<file path="src/rtl/cacheline_adaptor.sv">
// Bridges a whole-cacheline read/write request from the cache to a
// fixed-length burst of memory beats, assembling or slicing the line as it goes.
module cacheline_adaptor #(
  parameter int s_line  = 256,
  parameter int s_burst = 64
) (
  input  logic               clk,
  input  logic               rst,
  input  logic [31:0]        address_i,
  input  logic [s_line-1:0]  line_i,
  output logic [s_line-1:0]  line_o,
  input  logic               read_i,
  input  logic               write_i,
  output logic               resp_o,
  output logic [31:0]        address_o,
  input  logic [s_burst-1:0] burst_i,
  output logic [s_burst-1:0] burst_o,
  output logic               read_o,
  output logic               write_o,
  input  logic               resp_i
);

  localparam int beats = s_line / s_burst;
  localparam logic [31:0] offset_mask = 32'(s_line / 8 - 1);

  typedef enum logic [1:0] {IDLE, READ, WRITE, DONE} state_t;

  state_t            state;
  logic [1:0]        count;
  logic [1:0]        next_count;
  logic [s_line-1:0] line_q;
  logic              last_beat;

  assign next_count = count + 2'd1;
  assign last_beat  = (count == 2'(beats - 1));

  // The write line is captured at acceptance so the cache may change line_i
  // while the burst is in flight; burst_o is pre-loaded one beat ahead.
  always_ff @(posedge clk or negedge rst) begin
    if (!rst) begin
      state     <= IDLE;
      count     <= 2'd0;
      line_q    <= '0;
      line_o    <= '0;
      address_o <= '0;
      burst_o   <= '0;
      read_o    <= 1'b0;
      write_o   <= 1'b0;
      resp_o    <= 1'b0;
    end else begin
      resp_o <= 1'b0;
      case (state)
        IDLE: begin
          count <= 2'd0;
          if (read_i) begin
            state     <= READ;
            read_o    <= 1'b1;
            address_o <= address_i & ~offset_mask;
          end else if (write_i) begin
            state     <= WRITE;
            write_o   <= 1'b1;
            address_o <= address_i & ~offset_mask;
            line_q    <= line_i;
            burst_o   <= line_i[s_burst-1:0];
          end
        end
        READ: begin
          if (resp_i) begin
            line_o[s_burst*int'(count) +: s_burst] <= burst_i;
            count <= next_count;
            if (last_beat) begin
              read_o <= 1'b0;
              resp_o <= 1'b1;
              state  <= DONE;
            end
          end
        end
        WRITE: begin
          if (resp_i) begin
            count   <= next_count;
            burst_o <= line_q[s_burst*int'(next_count) +: s_burst];
            if (last_beat) begin
              write_o <= 1'b0;
              resp_o  <= 1'b1;
              state   <= DONE;
            end
          end
        end
        DONE: begin
          state <= IDLE;
        end
        default: state <= IDLE;
      endcase
    end
  end

endmodule

</file>
<file path="config.mk">
export PLATFORM = sky130hd
export DESIGN_NAME = cacheline_adaptor
export DESIGN_NICKNAME = d
export VERILOG_FILES = /design/src/rtl/cacheline_adaptor.sv
export SDC_FILE = /design/constraint.sdc
export NUM_CORES = 1
export LEC_CHECK = 0
export CORE_AREA = 3 3 278 280
export CTS_CLUSTER_DIAMETER = 150
export DETAILED_ROUTE_END_ITERATION = 10
export DIE_AREA = 0 0 281 283
export PLACE_DENSITY = 0.66
export SYNTH_ARGS = -nofsm -noshare
export SYNTH_HDL_FRONTEND = slang
export SYNTH_SLANG_ARGS = --single-unit
</file>
<file path="constraint.sdc">
create_clock -name clk -period 4.2 [get_ports clk]
set_input_delay 0.63 -clock clk [delete_from_list [all_inputs] [get_ports clk]]
set_output_delay 0.63 -clock clk [all_outputs]
set_load 0.005 [all_outputs]
</file>
Word level (Yosys, flattened, before mapping)
Index checks and enable logic that the tools add are counted.
- register bits: 615
- word-level logic and storage cells: 67
- add/sub/neg operators: 2
- equality and inequality tests: 14
- shifts and indexed selects: 3
- mux-type cells: 24
- bitwise logic cells: 1
- reduce and logical (&&, ||, !) cells: 14
- operators by type and width (cell ; number):
    $bwmux 256 ; 1
    $shift 64x33->256 const A ; 1
    $shiftx 256x9->64 ; 1
    $shiftx 64x33->256 ; 1
    $mux 64 ; 3
    $pmux 64 s2 ; 1
    $mux 32 ; 2
    $neg 8->33 ; 1
    $ne 2x2->1 const B ; 7
    $mux 2 ; 5
    $mux 1 ; 8
    $reduce_and 4->1 ; 2
    $reduce_bool 2->1 ; 4
    $eq 2x2->1 const B ; 3
    $pmux 2 s3 ; 1
    $reduce_and 2->1 ; 3
    $reduce_and 3->1 ; 2
    $reduce_and 5->1 ; 1
    $ne 2x1->1 const B ; 2
    $pmux 1 s2 ; 2
    $pmux 2 s2 ; 1
    $ne 3x3->1 const B ; 1
    $add 2x1->2 const B ; 1
    $eq 2x1->1 const B ; 1
    3 further kinds ; 3

Depth between registers and ports, before layout
Gate-level depths: netlist of run 1.
- depth after elaboration: 4
- depth in mapped cells: 11
- gate-level depth less buffers: 5

Worst setup path before layout of run 1
No wires, ideal clock.
- kind: flip-flop to flip-flop
- start point: reg count[0]
- end point: reg burst_o[55]
- arrival time: 2771 ps
- path slack: 1301 ps
- cell stages (with the launch flop): 11
- buffers on the path: 5
- clock period less this slack: 2899 ps
- cells stage by stage: dfrtp_1 -> buf_2 -> buf_2 -> inv_1 -> ha_1 -> clkbuf_1 -> buf_2 -> buf_1 -> mux4_2 -> mux2_2 -> mux2_1
- longest elaborated chain between the ends: 4
- RTL lines (what ; line ; text):
    start, declared ; 29 ; logic [1:0] count;
    start signal, assigned ; 70 ; count <= next_count;
    start signal, assigned ; 80 ; count <= next_count;
    $add 2x1->2 ; 34 ; assign next_count = count + 2'd1;
    $shiftx 256x9->64 ; 81 ; burst_o <= line_q[s_burst*int'(next_count) +: s_burst];
    $mux 64 ; 79 ; if (resp_i) begin
    $pmux 64 s2 ; 52 ; case (state)
    end signal, assigned ; 64 ; burst_o <= line_i[s_burst-1:0];
    end signal, assigned ; 81 ;
    end, declared ; 17 ; output logic [s_burst-1:0] burst_o,
Every way passes these cells. The select of a mux whose other input is x is not followed.
A chain may end at the register's enable or synchronous reset.

Final worst setup path of run 1
- start point: reg count[0]
- end point: reg line_o[55]
- longest elaborated chain between the ends: 3
- elaborated cells between the ends (all ways): 4
- RTL lines (what ; line ; text):
    $neg 8->33 * ; 69 ; line_o[s_burst*int'(count) +: s_burst] <= burst_i;
    $shiftx 64x33->256 / $shift 64x33->256 (equally long branches) ; 69 ;
    $bwmux 256 * ; 69 ;
    end signal, assigned by index ; 69 ;
    end, declared ; 11 ; output logic [s_line-1:0] line_o,
Every way passes the cells marked *; elsewhere a longest branch is shown, timed or not.

==> results of run 1 <==
[flip-flops by register name, summed over array words and instances (netlist names)]
register / flops
write_o: 1
address_o: 27
read_o: 1
resp_o: 1
line_q: 256
burst_o: 64
state: 2
count: 2
line_o: 256
[cell usage in the layout, fill, tap and decap left out, types with 9 or more instances in the layout]
| cell | Yosys | routed |
|---|---|---|
| mux4_2 | 64 | 64 |
| buf_12 | 0 | 9 |
| o21ai_0 | 81 | 81 |
| mux2_2 | 405 | 405 |
| clkbuf_16 | 0 | 70 |
| clkinv_2 | 0 | 12 |
| nand2_1 | 179 | 179 |
| clkdlybuf4s50_1 | 0 | 700 |
| dfrtp_1 | 610 | 609 |
| buf_4 | 5 | 24 |
| clkbuf_8 | 0 | 13 |
| diode_2 | 0 | 13 |
| a22o_1 | 169 | 169 |
[how the worst max path moves through the flow]
| stage | from | end | slack, ns | cells past startpoint |
|---|---|---|---|---|
| detailed placement | count[0] | line_o[55] | 1.09 | 6 |
| global placement | count[0] | line_o[53] | 1.20 | 6 |
| floorplan | count[0] | burst_o[55] | 1.30 | 10 |
| CTS | count[0] | line_o[55] | 1.08 | 6 |
| finish | count[0] | line_o[55] | 1.08 | 6 |
| global route | count[0] | line_o[55] | 1.0 | 6 |
[final cells by class]
class | count | area [um^2]
Inverter | 5 | 18.77
Sequential cell | 610 | 15270
Clock buffer | 91 | 1961
Multi-Input combinational cell | 961 | 9203
Tap cell | 969 | 1212
Antenna cell | 13 | 32.53
Timing Repair Buffer | 734 | 7382
Clock inverter | 31 | 397.9
Fill cell | 6475 | 39220
[worst max-delay path: stages (launching register included)]
cell and delay (ns):
dfrtp_4 0.54, inv_1 0.26, ha_1 0.37, and4b_1 0.23, and3_2 0.96, buf_4 0.42
a22o_1 0.18
[cells by family after synthesis]
family,after synthesis
flops,610
mux,479
compound gates,266
simple gates,201
buf+inv,136
fa+ha+maj,10
other cells,1
[layer usage]
layer	part of all wire (%)	track usage, %
met2	50	34.36
met4	3.3	7.092
met3	9.2	7.065
met5	0.22	0
met1	37	22.99
[through the flow]
stage / hold WS [ns] / utilization (%) / cell area (um^2) / total power [mW] / setup slack [ns]
2_1_floorplan: 0.3344 / - / 25000 / 15.48 / 1.301
3_3_place_gp: 0.4639 / 44.29 / 33080 / 20.36 / 1.198
3_5_place_dp: 0.4722 / 44.29 / 33080 / 20.79 / 1.094
4_1_cts: 0.06642 / 47.45 / 35440 / 27.22 / 1.084
5_1_grt: 0.09561 / 47.47 / 35460 / 28.32 / 0.9973
6_report: 0.06764 / 47.49 / 35480 / 26.81 / 1.083
[power groups by stage]
stage	sequential (mW)	combinational, mW	clock (mW)
2_1_floorplan	9.75	5.74	0
3_3_place_gp	9.86	10.5	0
3_5_place_dp	10.0	10.8	0
4_1_cts	9.95	10.8	6.47
5_1_grt	10.2	11.4	6.70
6_report	9.94	10.6	6.28
==> results.md, run 1 <==
- The global routing usage summed across all routing layers is 20.00%.
- Using the TritonRoute via totals, the vias-per-cell ratio works out to 5.065.
- The number of clock buffers added by TritonCTS is 70.
- By area the synthesized netlist is led by dfrtp_1 (61%), mux2_2 (18%), a22o_1 (5.9%).
- Multiplexer cells account for 24.45% of the synthesized area.
- The largest family of logic cells by synthesized area is multiplexers.
- Synthesis instantiated 36 different standard cells from the library.
- Dividing the final minimum period by the clock period gives 74.22%.
- The share of total power dissipated in the clock network is 23.4%.
- Net switching is 29.72% of the power.
- Summed over all layers, the routed wires come to 81170 um.
- On the final layout, the worst clock skew is 0.02224 ns.
- The synthesized netlist devotes 8.018% of its cell area to compound gates.
- The depth of the CTS H-tree is 3.
- The initial standard-cell utilization of the core is 33.45%.
- The number of synthesized flops with an enable pin is 0.
- The worst flop-to-flop path startpoint is count[0].
- The cell at the root of the clock tree is clkbuf_16.
- The clock period could shrink to 3.117 ns.
- The worst path required time is 4.72 ns.
- The count of nets left with antenna violations after detail routing is 0.
- The endpoint identified for the worst register-to-register timing path is line_o[55].
- The total count of max-transition violations in the final report is 0.
- The number of buffers inserted by hold repair at cts is 0.
- The area share of and/or/nand/nor cells after synthesis is 3.330%.
- Clock tree synthesis found a total of 610 sinks.
- The fraction of post-synthesis cell area in the top cell type by area is 61.10%.
- The maximum number of pins on one net before global-route repair is 132.
- At the end of routability-driven placement, the weighted congestion stood at 0.8748.
- Leaving out filler cells and counting taps, the final layout contains 3414.
- The power density relative to cell area is 755.8 nW/um^2.
- TritonCTS built the clock tree.
- Sequential cells account for 37.1% of the total power.
- The maximum net fanout on the critical path is 46.
- The synthesized design spends more area on one cell type than any other, namely dfrtp_1.
- The cell count after placement is 3279.
- The final hold violation count came to 0.
- Setup violations remaining at the end of the flow were counted as 0.
- Among all flip-flop cells after synthesis, the most frequent one is dfrtp_1.
- The max capacitance violation total is 0.
- The proportion of register bits with asynchronous set or reset after synthesis is 100.0%.
- The portion of the post-synthesis area used by sequential elements is 61.10%.
- The per-instance average area after synthesis is 14.67 um^2.
- The die covers 79520 um^2.
- The number of antenna violations at the first check in global routing is 26.
- The setup TNS is 0 ns.
- Once the clock tree was built, the resizer swapped 0 gates to a different size.
- Summing the areas of all xor and xnor instances in the mapped netlist gives 0% of the synthesized area.
- The via count of the first global-routing pass is 18640.
- Row generation in the floorplan step produced 100 rows.
- The peak supply drop is 520.1 uV.
- Global routing finished with a remaining overflow of 0.
- The switching power total is 7.967 mW.
- The startpoint kind of the worst setup timing path is a register.
- Post-CTS timing repair inserted 0 buffers for setup.
- The design internal power is 18.84 mW.
- The synthesized design contains 610 register bits.
- The die is 281 um wide.
- The cell count of the worst reg-to-reg path is 6.
- The data arrival time at the worst-slack endpoint is 3.64 ns.
- 712 I/O pins were placed.
- The DRC violation count after routing is 0.
- The min-delay analysis places its worst path in the category input pin to asynchronous set/reset pin.
- By startpoint and endpoint, the worst setup path is classified as register to register.
- The placed wire-length estimate is 57260 um.
- Clock latency on the worst-skew pair, taken at its later pin, is 0.60 ns.
- The actual slew at the worst max-slew pin is 1.211 ns.
- The first global-routing pass estimated 120800 um of wire.
- Measured along the y axis, the die boundary spans 283 um.
- The region available for standard cell placement spans 74700 um^2.
- In this run the register-to-register setup slack is 1.08 ns.
- The post-synthesis share of cell area spent on full adders, half adders and majority gates is 0.5008%.
- The kind of capture point of the worst setup path is a register.
- By instance count, the leading cell after synthesis is dfrtp_1.
- The maximum clock insertion buffer count is 3.
- For this run, the detailed router's first-pass iteration total came to 7.
- The netlist area before placement is 24980 um^2.
- The cell count after synthesis came out at 1703.
- The routed layout has 17290 vias.
- The flow ran to the end, and the final reports show no timing, DRC or antenna violations.
- The clock-pin slew on the worst setup and hold paths is 0.06 ns.
- Timing would allow up to 0.3208 GHz.
- The part of the power in combinational logic is 39.5%.
- The count of nets after finishing is 2749.
- Sorting the synthesized cells by how often they occur yields dfrtp_1 (610), mux2_2 (405), nand2_1 (179).
- The leakage power is 14.97 nW.
- The total number of yosys warnings is 0.
- Setup repair after global routing left no endpoint under its margin.
- The wire length per cell is 23.77 um.
- The proportion of layout cells with a drive suffix above 1 is 26.03%.
- The relative max-transition margin is 19.28%.
- The detailed router finished its first iteration with 873 violations.
- During placement, the flow inserted port buffers numbering 701.
- Compared with the post-synthesis result, the final layout area differs by 41.99%.
Note: power is estimated with default switching activity, not from simulation.
==> run 2, diff against run 1 <==
==> constraint.sdc (replaced) <==
create_clock -name clk -period 3.16 [get_ports clk]
set_input_delay 0.474 -clock clk [delete_from_list [all_inputs] [get_ports clk]]
set_output_delay 0.474 -clock clk [all_outputs]
set_load 0.005 [all_outputs]
==> run 2 against run 1 <==
Net effect: sequential power increased by 33%; clock skew down 0.0040 ns; clock-buffer cell count rose by 12; critical endpoint is now burst_o[61]; largest power group unchanged.
==> results.md, run 2 (same netlist as run 1, synthesis figures left out) <==
- The average vias per placed instance is 5.073 (was 5.065).
- The setup clock skew after layout is 0.01824 ns (was 0.02224 ns).
- The area of all placed cells without fillers is 35430 um^2 (was 35480 um^2).
- The setup TNS came to 0 ns (unchanged).
- The startpoint kind of the worst setup timing path was a register (unchanged).
- The growth of design area from synthesis to finish is 41.82% (was 41.99%).
- The site row count is 100 (unchanged).
- The multi-input gate area in the final layout is 9203 um^2 (unchanged).
- Run status: finished clean (unchanged).
- The count of placed standard cells in the final layout, fillers left out is 3422 (was 3414).
- The final hold violation count came to 0 (unchanged).
- The initial standard-cell utilization of the core is 33.45% (unchanged).
- The maximum net fanout on the critical path was 28 (was 46).
- The cell at the root of the clock tree was clkbuf_16 (unchanged).
- The DRC violation count after routing was 0 (unchanged).
- Largest registers ranked by flip-flop count: line_o x256, line_q x256, burst_o x64 (unchanged).
- The maximum number of pins on one net before global-route repair is 109 (was 132).
- The maximum achievable frequency is 0.3744 GHz (was 0.3208 GHz).
- Top library cells by usage in the layout, fill and taps aside: clkdlybuf4s50_1 (700), dfrtp_1 (609), mux2_2 (405), nand2_1 (179), a22o_1 (169) (unchanged).
- The die height is 283 um (unchanged).
- The path class of the lowest-slack min-delay path is input pin to asynchronous set/reset pin (unchanged).
- The worst hold margin is 0.4642 ns (was 0.06764 ns).
- The actual slew at the worst max-slew pin is 1.143 ns (was 1.211 ns).
- The clock network latency to the later pin of the worst-skew pair is 0.61 ns (was 0.60 ns).
- RSZ-0062 raised after global routing: no (unchanged).
- The fill cell instance count of the final layout was 6492 (was 6475).
- The via count was 17360 (was 17290).
- The peak supply drop is 521.2 uV (was 520.1 uV).
- The clock buffer count from CTS is 68 (was 70).
- The via count of the first global-routing pass is 18750 (was 18640).
- The footprint of the flip-flops and latches is 15270 um^2 (unchanged).
- The leakage power came to 14.93 nW (was 14.97 nW).
- The count of nets after finishing came to 2757 (was 2749).
- The final total power was 35.13 mW (was 26.81 mW).
- The number of buffers added on ports was 701 (unchanged).
- The TritonCTS sink count was 610 (unchanged).
- The cell area reported after detailed placement is 33230 um^2 (was 33080 um^2).
- The cell count after placement came to 3288 (was 3279).
- The TritonCTS clock tree is yes (unchanged).
- The global routing usage summed across all routing layers is 20.08% (was 20.00%).
- The total detailed-routing wirelength is 81000 um (was 81170 um).
- The placed wire-length estimate was 57930 um (was 57260 um).
- The number of buffers inserted by hold repair at cts is 1 (was 0).
- The first-pass GRT wire length is 121800 um (was 120800 um).
- The kind of capture point of the worst setup path is a register (unchanged).
- The total setup violations reported at the end of the flow is 0 (unchanged).
- The violation count after the first detailed-routing iteration is 887 (was 873).
- The post-cts sizing count is 0 (unchanged).
- The max capacitance violation total came to 0 (unchanged).
- The relative max-transition margin came to 23.79% (was 19.28%).
- The commonest non-fill, non-tap cell in the layout was clkdlybuf4s50_1 (unchanged).
- The number of antenna violations at the first check in global routing is 24 (was 26).
- The share of the clock period used by the worst path after layout is 84.53% (was 74.22%).
- The chip width is 281 um (unchanged).
- The number of top-level pins is 712 (unchanged).
- The final weighted congestion of routability-driven global placement is 0.8577 (was 0.8748).
- The leftover overflow at the end of global routing came to 0 (unchanged).
- The core area is 74700 um^2 (unchanged).
- The worst path required time is 3.63 ns (was 4.72 ns).
- The clock period minus final worst setup slack is 2.671 ns (was 3.117 ns).
- The data arrival time at the worst-slack endpoint was 3.15 ns (was 3.64 ns).
- The setup slack of the worst register-to-register path came to 0.49 ns (was 1.08 ns).
- The total count of max-transition violations in the final report is 0 (unchanged).
- The post-CTS setup repair buffer count came to 0 (unchanged).
- The cell count of the worst reg-to-reg path is 6 (unchanged).
- The depth of the CTS H-tree came to 3 (unchanged).
- The kind of critical path was register to register (unchanged).
- The proportion of layout cells with a drive suffix above 1 is 25.50% (was 26.03%).
- The power density relative to cell area is 991.6 nW/um^2 (was 755.8 nW/um^2).
- The maximum clock insertion buffer count is 3 (unchanged).
- The wire length per cell came to 23.67 um (was 23.77 um).
- The number of detailed-route iterations in the first pass is 5 (was 7).
- The area of the die is 79520 um^2 (unchanged).
- The clock-pin slew on the worst setup and hold paths came to 0.06 ns (about the same).
- The count of nets left with antenna violations after detail routing is 0 (unchanged).
## run 2: changes by cell type in the layout (fill, tap and decap cells not counted)
cell,delta
buf_12,+6
buf_4,+3
bufinv_16,-7
clkbuf_1,+17
clkbuf_8,-5
clkinv_16,+2
clkinv_2,-7
clkinv_4,+1
clkinv_8,+2
clkinvlp_4,-2
diode_2,+1
dlygate4sd3_1,+1
inv_6,-4
## run 2: layer usage
layer	up-vias	track usage [%]	part of all wire, %
li1	7595	-	-
met5	-	0	0.13
met3	150	6.628	8.9
met2	671	34.02	49
met4	16	8.111	3.4
met1	8928	23.39	38
## run 2: final timing paths
| check | startpoint | end |
|---|---|---|
| min reg2reg | line_o[244] | line_o[244] |
| max in group asynchronous | rst | line_q[80] |
| max reg2reg | count[0] | burst_o[61] |
| min in group clk | line_i[70] | line_q[70] |
| max | count[0] | burst_o[61] |
| min | rst | line_o[53] |
## run 2: critical path, cell delays in order, from the launching register on
cell     delay (ns)
dfrtp_4        0.53
inv_1          0.25
ha_4           0.53
buf_4          0.32
mux4_2         0.31
mux2_2         0.27
mux2_1         0.30
## run 2: area by class of cell
| cell class | instances | share of cell area, % |
|---|---|---|
| flip-flops and latches | 610 | 43.09 |
| multi-input cells | 961 | 25.97 |
| repair buffers | 744 | 21.27 |
| clock buffers | 103 | 5.519 |
| well taps | 969 | 3.422 |
| clock inverters | 16 | 0.5756 |
| diodes | 14 | 0.09888 |
| inverters | 5 | 0.05297 |
## run 2: per-stage QoR
stage | worst slack, ns | utilization, %
floorplan | 0.2613 | -
global placement | 0.5211 | 44.48
detailed placement | 0.4549 | 44.48
CTS | 0.4621 | 47.39
global route | 0.3659 | 47.42
finish | 0.4888 | 47.43
## run 2: where the power goes
group	switching, mW	internal [mW]
sequential	1.90	11.3
combinational	5.41	8.80
clock	3.30	4.40
